--- src/rtl/goldschmidt_round.sv ---
// Result back-end for the Goldschmidt div/sqrt datapath: remainder correction, rounding, valid/ready output.
// Optional sticky inexact flag enabled by defining GOLDSCHMIDT_ROUND_INEXACT_EN.
//
// state   | meaning
// IDLE    | waiting for a raw quotient (in_ready=1)
// CORRECT | apply q-1 for a negative division remainder
// ROUND   | round to OUT_WIDTH bits, register result/flags
// OUT     | present result until downstream accepts (out_valid=1)
module goldschmidt_round #(
    parameter int WIDTH     = 30,
    parameter int OUT_WIDTH = 24
) (
    input  logic                 clk,
    input  logic                 reset,
    input  logic                 in_valid,
    output logic                 in_ready,
    input  logic [WIDTH-1:0]     quotient,
    input  logic                 rem_sign,
    input  logic [1:0]           op,
    input  logic [1:0]           rm,
    output logic                 out_valid,
    input  logic                 out_ready,
    output logic [OUT_WIDTH-1:0] result,
    output logic                 inexact,
    output logic                 overflow
);

    localparam int G = WIDTH - OUT_WIDTH;

    generate
        if (G < 2) begin : g_width_check
            $error("goldschmidt_round: WIDTH-OUT_WIDTH must be at least 2");
        end
    endgenerate

    typedef enum logic [1:0] {
        IDLE    = 2'd0,
        CORRECT = 2'd1,
        ROUND   = 2'd2,
        OUT     = 2'd3
    } state_t;

    state_t state, state_nxt;

    logic [WIDTH-1:0]     q_reg;
    logic                 rem_sign_reg;
    logic [1:0]           op_reg;
    logic [1:0]           rm_reg;
    logic [OUT_WIDTH-1:0] result_reg;
    logic                 overflow_reg;

    logic [OUT_WIDTH-1:0] trunc;
    logic                 guard_bit;
    logic                 sticky_bit;
    logic                 round_inc;
    logic [OUT_WIDTH:0]   sum;

    always_ff @(posedge clk or posedge reset) begin
        if (reset) begin
            state <= IDLE;
        end else begin
            state <= state_nxt;
        end
    end

    always_comb begin
        state_nxt = state;
        case (state)
            IDLE:    if (in_valid) state_nxt = CORRECT;
            CORRECT: state_nxt = ROUND;
            ROUND:   state_nxt = OUT;
            OUT:     if (out_ready) state_nxt = IDLE;
            default: state_nxt = IDLE;
        endcase
    end

    assign in_ready  = (state == IDLE);
    assign out_valid = (state == OUT);

    // Correction saturates at zero so a zero quotient never wraps to all ones.
    always_ff @(posedge clk or posedge reset) begin
        if (reset) begin
            q_reg        <= '0;
            rem_sign_reg <= 1'b0;
            op_reg       <= 2'b00;
            rm_reg       <= 2'b00;
        end else begin
            case (state)
                IDLE: begin
                    if (in_valid) begin
                        q_reg        <= quotient;
                        rem_sign_reg <= rem_sign;
                        op_reg       <= op;
                        rm_reg       <= rm;
                    end
                end
                CORRECT: begin
                    if ((op_reg == 2'b00) && rem_sign_reg && (q_reg != '0)) begin
                        q_reg <= q_reg - WIDTH'(1);
                    end
                end
                default: ;
            endcase
        end
    end

    always_comb begin
        trunc      = q_reg[WIDTH-1:G];
        guard_bit  = q_reg[G-1];
        sticky_bit = |q_reg[G-2:0];
        round_inc  = 1'b0;
        case (rm_reg)
            2'b01:   round_inc = 1'b0;
            2'b10:   round_inc = guard_bit | sticky_bit;
            default: round_inc = guard_bit & (sticky_bit | trunc[0]);
        endcase
        sum = {1'b0, trunc} + {{OUT_WIDTH{1'b0}}, round_inc};
    end

    always_ff @(posedge clk or posedge reset) begin
        if (reset) begin
            result_reg   <= '0;
            overflow_reg <= 1'b0;
        end else if (state == ROUND) begin
            if (sum[OUT_WIDTH]) begin
                result_reg   <= '1;
                overflow_reg <= 1'b1;
            end else begin
                result_reg   <= sum[OUT_WIDTH-1:0];
                overflow_reg <= 1'b0;
            end
        end
    end

    assign result   = result_reg;
    assign overflow = overflow_reg;

`ifdef GOLDSCHMIDT_ROUND_INEXACT_EN
    logic inexact_reg;

    always_ff @(posedge clk or posedge reset) begin
        if (reset) begin
            inexact_reg <= 1'b0;
        end else if (state == ROUND) begin
            inexact_reg <= guard_bit | sticky_bit;
        end
    end

    assign inexact = inexact_reg;
`else
    assign inexact = 1'b0;
`endif

endmodule

--- config.mk ---
export PLATFORM = sky130hd
export DESIGN_NAME = goldschmidt_round
export DESIGN_NICKNAME = d
export VERILOG_FILES = /design/src/rtl/goldschmidt_round.sv
export SDC_FILE = /design/constraint.sdc
export NUM_CORES = 1
export LEC_CHECK = 0
export BUFFER_PORTS_ARGS = -buffer_cell sky130_fd_sc_hd__buf_4
export CORE_MARGIN = 3
export CORE_UTILIZATION = 30
export DETAILED_ROUTE_END_ITERATION = 10
export GPL_TIMING_DRIVEN = 1
export PLACE_DENSITY = 0.47
export SYNTH_ARGS = -nofsm -noshare
export SYNTH_HDL_FRONTEND = slang
export SYNTH_SLANG_ARGS = --single-unit
--- constraint.sdc ---
create_clock -name clk -period 2.9 [get_ports clk]
set_input_delay 0.145 -clock clk [delete_from_list [all_inputs] [get_ports clk]]
set_output_delay 0.145 -clock clk [all_outputs]
set_load 0.05 [all_outputs]
**Word level (Yosys, flattened, before mapping)**

Index checks and enable logic that the tools add are counted.

- Add/sub/neg operators: 2
- Eq/ne operators: 8
- Mux-type cells: 9
- Bitwise gates (word level): 3
- Reductions and logical operators: 10

Operator list:

| cell | number |
|---|---|
| 30-bit 2-to-1 mux | 2 |
| 30-bit case mux with 2 select lines | 1 |
| 30-bit nonzero test | 1 |
| 30-bit by 1-bit subtractor with 30-bit output, second input constant | 1 |
| 24-bit by 1-bit adder with 25-bit output | 1 |
| 24-bit 2-to-1 mux | 1 |
| 2-bit case mux with 4 select lines | 1 |
| 2-bit equality test, second input constant | 3 |
| 5-bit OR reduction | 1 |
| 2-bit by 1-bit equality test with 1-bit output, second input constant | 2 |
| 2-bit logical NOT | 2 |
| 2-bit 2-to-1 mux | 2 |
| 2-bit inequality test, second input constant | 2 |
| 2-bit AND reduction | 2 |
| 3-bit AND reduction | 1 |
| 1-bit logical AND | 2 |
| 2-bit by 1-bit inequality test with 1-bit output, second input constant | 1 |
| 1-bit OR | 2 |
| 1-bit case mux with 2 select lines | 1 |
| 2-bit nonzero test | 1 |
| 1-bit AND | 1 |
| 1-bit 2-to-1 mux | 1 |

- Register bits: 62
- Output and inout port bits: 28
- Word-level logic and storage cells: 39

**Logic depth before layout (Yosys ltp)**

Gate-level depths: netlist of the first run.

- Depth after elaboration: 6
- Mapped depth: 13
- Depth with buffers taken out: 12

**Least setup slack after synthesis of the first run**

OpenSTA, ideal clock, no wires.

- Path kind: register to register
- From: reg rm_reg[0]
- To: reg result_reg[22], in the netlist result[22]
- Arrival: 2482 ps
- Required time: 2775 ps
- Setup slack: 294 ps
- Stages on the path, launching flop included: 13
- Path buffers: 0
- Period minus slack after synthesis: 2606 ps
- Cells stage by stage: dfrtp_1 -> inv_1 -> ha_1 -> nand2b_1 -> a21oi_1 -> a21oi_1 -> ha_1 -> ha_1 -> nand3_1 -> or2_2 -> nor3_1 -> mux2_2 -> mux2_2

- Cells in the longest elaborated chain, start to end: 4
- Elaborated cells on any way between the ends: 5
- Classes of those cells: add/sub (1); eq/ne (2); mux (2)

RTL lines:

| item | line | RTL |
|---|---|---|
| start: declaration | 48 | `logic [1:0] rm_reg;` |
| start signal: assignment | 94 | `rm_reg <= rm;` |
| 2-bit equality test / 2-bit by 1-bit equality test with 1-bit output (equally long branches) | 112 | `case (rm_reg)` |
| 1-bit case mux with 2 select lines (*) | 112 |  |
| 24-bit by 1-bit adder with 25-bit output (*) | 117 | `sum = {1'b0, trunc} + {{OUT_WIDTH{1'b0}}, round_inc};` |
| 24-bit 2-to-1 mux (*) | 125 | `if (sum[OUT_WIDTH]) begin` |
| end signal: assignment | 129 | `result_reg <= sum[OUT_WIDTH-1:0];` |
| end: declaration | 49 | `logic [OUT_WIDTH-1:0] result_reg;` |

Mark *: on every way between the ends. The rest lies on a longest branch, timed or not.
A chain may end at the register's enable or synchronous reset.

**Final worst setup path of the first run**

Ends and elaborated chain as after synthesis.

==> summary.md, run 1 <==
| Metric | Value |
|---|---|
| Outcome | finished, final reports clean |
| Worst Hold Launch | op[0] |
| Fin Clk Skew | 5.532 ps |
| Combinational Power Share | 56.4% |
| Reg2Reg Launch Point | rm_reg[0] |
| Via/cell ratio | 5.269 |
| # IOs | 67 |
| PwrDens | 1276 nW/um^2 |
| Global-route wire length before repair | 18.43 mm |
| Avg Inst Size Synth | 8.482 um^2 |
| Synth Area in Compound Gates | 19.30% |
| Clock network fraction of total power | approximately 16% |
| Initial Util | 31.48% |
| Diode count | 0 |
| F_max | 359.6 MHz |
| Number of flops mapped to enable cells by yosys | 0 |
| Routed Antenna Nets | 0 |
| Highest-count cells in the layout ignoring fill and taps | 93 x buf_4, 62 x dfrtp_1, 54 x nor2_1 |
| DRC viols | 0 |
| Routed WL | 11.37 mm |
| Tightest Hold Check Type | in -> reg |
| Min Clock Period, post-route | approximately 2800 ps |
| Post-Synth Adder-Cell Area | 2.905% |
| CP required | 3110 ps |
| CTS Buf Count | 9 |
| Hold Vio Cnt, Final | 0 |
| Ys async rst share | 100.0% |
| RSZ-0062 raised after global routing | no |
| Post-route setup TNS | 0 ps |
| Switch Pwr | 0.003056 W |
| Vias in the first global route | 3457 |
| Crit path cell chain | inv_1, ha_1, nand2b_1, a21oi_1, a21oi_1, ha_2, ha_2, nand3_1, or2_2, nor3_2, mux2_2, mux2_2 |
| Die X-Extent | 119.7 um |
| Largest net degree at the start of global routing | 55 |
| Max reg flops | 30 |
| Sequential share of power | between 20% and 30% |
| Final period utilization | 95.90% |
| FP Rows | 40 |
| Vias | 3646 |
| Root Driver | clkbuf_16 |
| Max capacitance violation total | 0 |
| Worst Setup Slack, final | 119.0 ps |
| Combinational family with the most area after synthesis | simple AND/OR/NAND/NOR gates |
| 1st-iter DRT viols | around 270 |
| Final Setup Violations | 0 |
| Worst Path Arrival | 2990 ps |
| Router iterations before antenna repair | 6 |
| Most common cell after layout, fill and taps aside | buf_4 |
| Total track usage | 16.18% |
| Syn. warnings | 0 |
| Mux share of post-synthesis cell area | ~3.4% |
| Cell count after synthesis | around 460 |
| Post-synthesis cell area | 3876 um^2 |
| End of the worst register-to-register path | result[22] |
| Port bufs | 65 |
| R2R cell count | 12 |
| Post-Synth XOR/XNOR Area | 4.519% |
| Worst path slowest cell | or2_2 |
| Ranking of synthesized cells by area | dfrtp_1 40%, a21oi_1 6.5%, nor2_1 5.2% |
| Sequential fraction of the synthesis area | 40.03% |
| Setup Crit Path Kind | reg -> reg |
| RePlAce Congestion | roughly 0.8 |
| Longest Clk Path Bufs | 2 |
| Worst VDD drop | just over 0.5 mV |
| Flops & latches, synth | 62 |
| Synth unique cells | 61 |
| CP Max Fanout | 3 |
| Share of final-layout standard cells stronger than drive strength 1 | approximately a quarter |
| WHS Path Cells | 2 |
| H-tree levels | 3 |
| Critical Path Start Type | register |
| Avg WL per Cell | 16.43 um |
| Post-synth net total | slightly above 500 |
| Internal power | 0.003197 W |
| Core area | 12310 um^2 |
| Slew Limit Fails | 0 |
| Sw frac | 48.87% |
| Simple-gate share of the synthesized area | 23.56% |
| Area growth, synth to finish | 26.37% |
| GRT overflow | 0 |
| Die Ht | approximately 120 um |
| Skew-Pair Late Insertion Delay | 330 ps |
| Place WS | 42.99 ps |
| Top_reg_cell synth | dfrtp_1 |
| Clock transition at path regs | 50 ps |
| Num Clock Sinks | 62 |
| Min-Delay Endpoint | op_reg[0] |
| CTS tree | done |
| Slew margin rel. | roughly 63% |
| Worst-margin pin slew | 553.0 ps |
| Initial antenna violation count | 0 |
| Critical path endpoint category | register |
| CP max stage delay | 350 ps |
| Fin nets | ~570 |
| Leakage Power | roughly 2 nW |
| Biggest area consumer among synthesized cells | dfrtp_1 |
| Hpwl dp | 8.203 mm |
| Setup slack, reg-to-reg | 120 ps |
| Postcts setup bufs | 0 |
| Yosys top cell area share | approximately two fifths |
| Total Die Area | 14320 um^2 |
## metal layers
metal / vias up / share of wire (%) / global-route usage [%]
met5: - / 0 / 0
met1: 1721 / 47 / 22.29
met4: 0 / 1.3 / 4.223
met2: 134 / 46 / 25.74
met3: 16 / 6.0 / 3.629
li1: 1775 / - / -
## cells in the mapped netlist (all sizes together) (3+ instances only)
cell      n
dfrtp    62
nor2     54
a21oi    50
clkbuf   36
o21ai    27
nand2    20
nor3     19
nand3    18
a31oi    13
xor2     13
inv      10
mux2     10
nor4     10
ha        9
buf       8
nand4     8
or3       8
or4       8
nor2b     7
xnor2     7
and3      5
nand2b    5
o2bb2ai   5
o22ai     4
and2      3
## critical path, delay by kind of cell, from the launching register on
kind | cells | cell delay (ps)
fa+ha+maj | 3 | 750
flops | 1 | 340
buf+inv | 1 | 50
simple gates | 4 | 670
compound gates | 2 | 250
mux | 2 | 590
## through the flow
step                hold WS (ps)  instance area [um^2]  utilization [%]  std cells  power (W)
global placement           238.7                  4598            37.35        675   0.005217
global route               31.81                  4898            39.79        692   0.006728
detailed placement         238.0                  4598            37.35        675   0.005243
floorplan                  295.6                  3876                -        457   0.004155
finish                     45.13                  4898            39.79        692   0.006253
CTS                        33.19                  4885            39.67        692   0.006271
## power by group through the flow
stage | logic, W | clock network [W] | registers, W
floorplan | 0.00202 | 0 | 0.00213
global placement | 0.00348 | 0 | 0.00174
detailed placement | 0.00350 | 0 | 0.00175
CTS | 0.00352 | 0.00102 | 0.00173
global route | 0.00386 | 0.00106 | 0.00182
finish | 0.00352 | 0.000991 | 0.00174
## kinds of logic (layout without fill, tap and decap cells)
family	count (synthesis)	count (layout)
buf+inv	54	121
xor+xnor	20	20
compound gates	124	124
flops	62	62
mux	12	12
other cells	1	1
simple gates	175	175
fa+ha+maj	9	9
## how the worst max path moves through the flow
| stage | slack [ps] | startpoint | endpoint |
|---|---|---|---|
| 2_1_floorplan | 290 | rm_reg[0] | result[22] |
| 3_3_place_gp | 110 | rm_reg[0] | result[22] |
| 3_5_place_dp | 40 | rm_reg[0] | result[22] |
| 4_1_cts | 60 | rm_reg[0] | result[22] |
| 5_1_grt | 10 | rm_reg[0] | result[10] |
| 6_report | 120 | rm_reg[0] | result[22] |
## layout make-up
type / count / area (um^2)
Timing Repair Buffer: 95 / 719.4
Inverter: 10 / 37.54
Multi-Input combinational cell: 341 / 2103
Fill cell: 1299 / 7413
Sequential cell: 62 / 1551
Clock inverter: 6 / 37.54
Tap cell: 168 / 210.2
Clock buffer: 10 / 239.0
## repair_timing
| action | in CTS | in global routing |
|---|---|---|
| endpoints found under the hold margin | 25 | 0 |
| hold buffers | 1 | 0 |
| setup endpoints to repair | 0 | 24 |
| resized for setup | 0 | 4 |
No activity file was read; power rests on OpenSTA's default activity.
==> run 2, diff against run 1 <==
- CORE_UTILIZATION: 30 -> 57
- PLACE_DENSITY: 0.47 -> 0.8
- clock period: 2.9 -> 2.8 ns (I/O delays scaled with it)
==> run 2 against run 1 <==
First-iteration DRC count grew 49%. Highest routed layer unchanged. Via count grew 4.6%. Utilization grew 33 points.
==> summary.md, run 2 (synthesized netlist as in run 1, its figures left out) <==
| Metric | Value |
|---|---|
| Routed Antenna Nets | 0 (unchanged) |
| Die Ht | 88.47 um (was 119.7 um) |
| Max reg flops | 30 (unchanged) |
| Worst path slowest cell | dfrtp_1 (was or2_2) |
| Worst Path Arrival | 2930 ps (was 2990 ps) |
| Post-CTS Hold Buffers | 0 (was 1) |
| Vias | 3812 (was 3646) |
| Skew-Pair Late Insertion Delay | 350 ps (was 330 ps) |
| Worst VDD drop | 0.7209 mV (was 0.5076 mV) |
| Core area | 6459 um^2 (was 12310 um^2) |
| Max capacitance violation total | 0 (unchanged) |
| Hpwl dp | 7.064 mm (was 8.203 mm) |
| DRC viols | 0 (unchanged) |
| Die X-Extent | 88.47 um (was 119.7 um) |
| GR met3 Demand/Resource | 7.076% (was 3.629%) |
| Fin Clk Skew | 8.147 ps (was 5.532 ps) |
| Slew margin rel. | 47.57% (was 63.14%) |
| GR peak layer | met2 (unchanged) |
| CTS Buf Count | 9 (unchanged) |
| Crit path cell chain | inv_1, ha_1, nand2b_1, a21oi_1, a21oi_1, ha_2, ha_4, nand3_2, or2_4, buf_4, nor3_4, buf_6, nor2_1, a21oi_1 (was inv_1, ha_1, nand2b_1, a21oi_1, a21oi_1, ha_2, ha_2, nand3_1, or2_2, nor3_2, mux2_2, mux2_2) |
| RePlAce Congestion | 0.9054 (was 0.8085) |
| Most common cell after layout, fill and taps aside | buf_4 (unchanged) |
| Longest Clk Path Bufs | 2 (unchanged) |
| Finished Core Util | 73.15% (was 39.79%) |
| GRT overflow | 0 (unchanged) |
| 1st-iter DRT viols | 403 (was 271) |
| Total track usage | 28.10% (was 16.18%) |
| R2R cell count | 14 (was 12) |
| CP Max Fanout | 8 (was 3) |
| M2 GR Usage | 44.12% (was 25.74%) |
| Global-route wire length before repair | 17.01 mm (was 18.43 mm) |
| Critical path endpoint category | register (unchanged) |
| FP Rows | 29 (was 40) |
| Diode count | 0 (unchanged) |
| Setup slack, reg-to-reg | 130 ps (was 120 ps) |
| Port bufs | 65 (unchanged) |
| Clock transition at path regs | 70 ps (was 50 ps) |
| CP required | 3060 ps (was 3110 ps) |
| CP max stage delay | 340 ps (was 350 ps) |
| Via/cell ratio | 6.353 (was 5.269) |
| Routed WL | 10.43 mm (was 11.37 mm) |
| Place WS | -15.84 ps (was 42.99 ps) |
| H-tree levels | 3 (unchanged) |
| # IOs | 67 (unchanged) |
| Root Driver | clkbuf_8 (was clkbuf_16) |
| Outcome | finished, final reports clean (unchanged) |
| Critical Path Start Type | register (unchanged) |
| Router iterations before antenna repair | 6 (unchanged) |
| Slew Limit Fails | 0 (unchanged) |
| Post-route setup TNS | 0 ps (unchanged) |
| Min Clock Period, post-route | 2669 ps (was 2781 ps) |
| PwrDens | 1319 nW/um^2 (was 1276 nW/um^2) |
| Leakage Power | 1.997 nW (was 2.010 nW) |
| CTS tree | done (unchanged) |
| Worst Setup Slack, final | 130.5 ps (was 119.0 ps) |
| Global Route met1 Usage | 37.85% (was 22.29%) |
| Power Total | 0.006233 W (was 0.006253 W) |
| Largest net degree at the start of global routing | 63 (was 55) |
| Hold Vio Cnt, Final | 0 (unchanged) |
| F_max | 374.6 MHz (was 359.6 MHz) |
| Share of final-layout standard cells stronger than drive strength 1 | 26.58% (was 26.34%) |
| Tightest Hold Check Type | in -> async (was in -> reg) |
| Worst-margin pin slew | 786.4 ps (was 553.0 ps) |
| Fin nets | 567 (unchanged) |
| Final Setup Violations | 0 (unchanged) |
| Initial Util | 60.02% (was 31.48%) |
| Initial antenna violation count | 0 (unchanged) |
| Setup Crit Path Kind | reg -> reg (unchanged) |
| Vias in the first global route | 3526 (was 3457) |
| Highest-count cells in the layout ignoring fill and taps | 93 x buf_4, 62 x dfrtp_1, 54 x nor2_1 (unchanged) |
| Total Die Area | 7826 um^2 (was 14320 um^2) |
| Area growth, synth to finish | 21.89% (was 26.37%) |
| Most numerous cell on the critical path | a21oi_1 |
| Avg WL per Cell | 17.38 um (was 16.43 um) |
| Num Clock Sinks | 62 (unchanged) |
| Hold Worst Slack | 13.60 ps (was 45.13 ps) |
| Final period utilization | 95.34% (was 95.90%) |
run 2: worst paths after layout:
check,start,endpoint
max in group asynchronous,reset,result[9]
setup reg to reg,rm_reg[0],result[9]
setup / recovery,rm_reg[0],result[9]
hold reg to reg,rem_sign_reg,rem_sign_reg
hold / removal,reset,rm_reg[1]
min in group clk,rm[1],rm_reg[1]
run 2: layout make-up:
type                    count  area, um^2
well taps                  77       96.34
clock buffers              11       141.4
multi-input cells         341        2130
fillers                   515        1734
clock inverters             4       47.55
repair buffers             95       720.7
inverters                  10       37.54
flip-flops and latches     62        1551
run 2: power by group:
group	switching [W]	internal [W]	total, W
Combinational	0.00232	0.00134	0.00366
Clock	0.000352	0.000427	0.000779
Sequential	0.000437	0.00135	0.00179
run 2: worst max-delay path, delay by kind of cell, from the launching register on:
| kind | cells | cell delay [ps] |
|---|---|---|
| compound gates | 3 | 360 |
| flops | 1 | 340 |
| fa+ha+maj | 3 | 720 |
| simple gates | 5 | 780 |
| buf+inv | 3 | 370 |
run 2: metal layers:
metal  vias to the layer above  wire length [um]
met5                         -                 0
met4                         0               170
met3                        26               919
met2                       199              5087
met1                      1820              4251
li1                       1767                 -
run 2: timing repair:
item	in CTS	in global routing
pin swaps	0	2
cloned	0	1
setup endpoints to repair	1	30
buffers inserted	0	1
gates resized for setup	2	10
run 2: per-stage QoR:
stage | instances | cell area [um^2]
2_1_floorplan | 457 | 3876
3_5_place_dp | 583 | 4477
3_3_place_gp | 583 | 4477
5_1_grt | 600 | 4725
6_report | 600 | 4725
4_1_cts | 598 | 4673
==> run 3, diff against run 2 <==
- BUFFER_PORTS_ARGS: -buffer_cell sky130_fd_sc_hd__buf_4 -> -buffer_cell sky130_fd_sc_hd__buf_2
- CORE_ASPECT_RATIO: unset -> 1.4
==> run 3 against run 2 <==
Non-clock buffer count stayed put. Register-to-register slack better by 70 ps. Sequential cell count is the same. Largest cell class unchanged. Largest power group unchanged.
==> summary.md, run 3 (synthesized netlist as in run 1, its figures left out) <==
| Metric | Value |
|---|---|
| Avg WL per Cell | 16.20 um (was 17.38 um) |
| H-tree levels | 3 (unchanged) |
| CP Max Fanout | 3 (was 8) |
| Initial Util | 60.34% (was 60.02%) |
| GR peak layer | met2 (unchanged) |
| RePlAce Congestion | 0.9197 (was 0.9054) |
| Setup Crit Path Kind | reg -> reg (unchanged) |
| F_max | 384.4 MHz (was 374.6 MHz) |
| Router iterations before antenna repair | 7 (was 6) |
| Max reg flops | 30 (unchanged) |
| Area growth, synth to finish | 17.53% (was 21.89%) |
| Die X-Extent | 75.70 um (was 88.47 um) |
| Reg2Reg Launch Point | rm_reg[0] (unchanged) |
| Longest Clk Path Bufs | 2 (unchanged) |
| 1st-iter DRT viols | 280 (was 403) |
| Critical Path Start Type | register (unchanged) |
| Final Setup Violations | 0 (unchanged) |
| Worst Path Arrival | 2830 ps (was 2930 ps) |
| Worst-margin pin slew | 773.5 ps (was 786.4 ps) |
| Outcome | finished, final reports clean (unchanged) |
| Worst VDD drop | 0.8304 mV (was 0.7209 mV) |
| End of the worst register-to-register path | result[22] (was result[9]) |
| CP required | 3030 ps (was 3060 ps) |
| Hold Worst Slack | 7.095 ps (was 13.60 ps) |
| Leakage Power | 1.942 nW (was 1.997 nW) |
| Hold Vio Cnt, Final | 0 (unchanged) |
| Global Route met1 Usage | 33.71% (was 37.85%) |
| Total Die Area | 7840 um^2 (was 7826 um^2) |
| Share of final-layout standard cells stronger than drive strength 1 | 26.15% (was 26.58%) |
| Die Ht | 103.6 um (was 88.47 um) |
| Post-route setup TNS | 0 ps (unchanged) |
| PwrDens | 1317 nW/um^2 (was 1319 nW/um^2) |
| Min Clock Period, post-route | 2602 ps (was 2669 ps) |
| GRT overflow | 0 (unchanged) |
| Via/cell ratio | 5.971 (was 6.353) |
| Fin Clk Skew | 12.24 ps (was 8.147 ps) |
| Final period utilization | 92.92% (was 95.34%) |
| DP Cell Count | 595 (was 583) |
| Fin nets | 567 (unchanged) |
| Core area | 6424 um^2 (was 6459 um^2) |
| Max capacitance violation total | 0 (unchanged) |
| RSZ-0062 raised after global routing | no |
| Diode count | 0 (unchanged) |
| # IOs | 67 (unchanged) |
| Slew Limit Fails | 0 (unchanged) |
| Highest-count cells in the layout ignoring fill and taps | 65 x buf_2, 62 x dfrtp_1, 54 x nor2_1 (was 93 x buf_4, 62 x dfrtp_1, 54 x nor2_1) |
| Num Clock Sinks | 62 (unchanged) |
| Root Driver | clkbuf_8 (unchanged) |
| Total track usage | 25.75% (was 28.10%) |
| CTS tree | done (unchanged) |
| Fillcell total | 511 (was 515) |
| Setup slack, reg-to-reg | 200 ps (was 130 ps) |
| Tightest Hold Check Type | in -> async (unchanged) |
| Clock transition at path regs | 80 ps (was 70 ps) |
| M2 GR Usage | 42.52% (was 44.12%) |
| Initial antenna violation count | 0 (unchanged) |
| Placed cell area | 4323 um^2 (was 4477 um^2) |
| CTS Buf Count | 9 (unchanged) |
| FP Rows | 34 (was 29) |
| Largest net degree at the start of global routing | 63 (unchanged) |
| Slew margin rel. | 48.43% (was 47.57%) |
| Design Area, Final | 4556 um^2 (was 4725 um^2) |
| Global-route wire length before repair | 15.90 mm (was 17.01 mm) |
| Vias | 3666 (was 3812) |
| Most common cell after layout, fill and taps aside | buf_2 (was buf_4) |
| Vias in the first global route | 3446 (was 3526) |
| DRC viols | 0 (unchanged) |
| Critical path endpoint category | register (unchanged) |
| Routed Antenna Nets | 0 (unchanged) |
| R2R cell count | 12 (was 14) |
| GR met3 Demand/Resource | 3.779% (was 7.076%) |
| Skew-Pair Late Insertion Delay | 350 ps (about the same) |
| Hpwl dp | 6.964 mm (was 7.064 mm) |
| Routed WL | 9.944 mm (was 10.43 mm) |
| Final Non-Filler Cells | 614 (was 600) |
| Port bufs | 65 (unchanged) |
run 3: final cells by class:
type / instances / area, um^2 / share of cell area (%)
Multi-Input combinational cell: 341 / 2110 / 46.31
Sequential cell: 62 / 1551 / 34.06
Inverter: 10 / 37.54 / 0.8239
Timing Repair Buffer: 95 / 554.3 / 12.17
Tap cell: 90 / 112.6 / 2.472
Clock buffer: 10 / 127.6 / 2.801
Clock inverter: 6 / 62.56 / 1.373
run 3: timing repair:
item | CTS | global route
setup endpoints to repair | 0 | 18
gates resized for setup | 0 | 7
hold buffers | 0 | 0
setup buffers | 0 | 2
run 3: how the worst max path moves through the flow:
| stage | from | end | slack [ps] | cells after the start |
|---|---|---|---|---|
| after floorplan | rm_reg[0] | result[22] | 190 | 12 |
| after global placement | rm_reg[0] | result[22] | 130 | 12 |
| after detailed placement | rm_reg[0] | result[22] | 60 | 12 |
| after CTS | rm_reg[0] | result[22] | 50 | 12 |
| after global routing | rm_reg[0] | result[22] | 20 | 12 |
| final | rm_reg[0] | result[22] | 200 | 12 |
run 3: critical path, stage by stage, from the launching register on:
cell      delay, ps
dfrtp_1         340
inv_1            50
ha_1            310
nand2b_1         80
a21oi_1          60
a21oi_1         150
ha_2            220
ha_1            200
nand3_1         110
or2_4           270
nor3_2          120
mux2_2          340
mux2_2          260
run 3: metrics by stage:
stage          setup slack, ps  power, W  utilization (%)
5_1_grt                  17.41  0.006429            70.92
4_1_cts                  53.36  0.005941            70.26
6_report                 198.3  0.005999            70.92
2_1_floorplan            193.8  0.004304                -
3_5_place_dp             55.55  0.005160            67.30
3_3_place_gp             126.0  0.005067            67.30
run 3: routing by layer:
metal / share of wire, % / wire length, um / up-vias
li1: - / - / 1765
met1: 40 / 3983 / 1722
met2: 52 / 5153 / 162
met3: 6.3 / 631 / 17
met4: 1.8 / 176 / 0
met5: 0 / 0 / -
run 3: power by group:
| group | internal [W] | total [W] | switching [W] | leakage, nW |
|---|---|---|---|---|
| combinational | 0.00120 | 0.00345 | 0.00224 | 1.13 |
| sequential | 0.00135 | 0.00178 | 0.000433 | 0.714 |
| clock | 0.000409 | 0.000768 | 0.000358 | 0.100 |
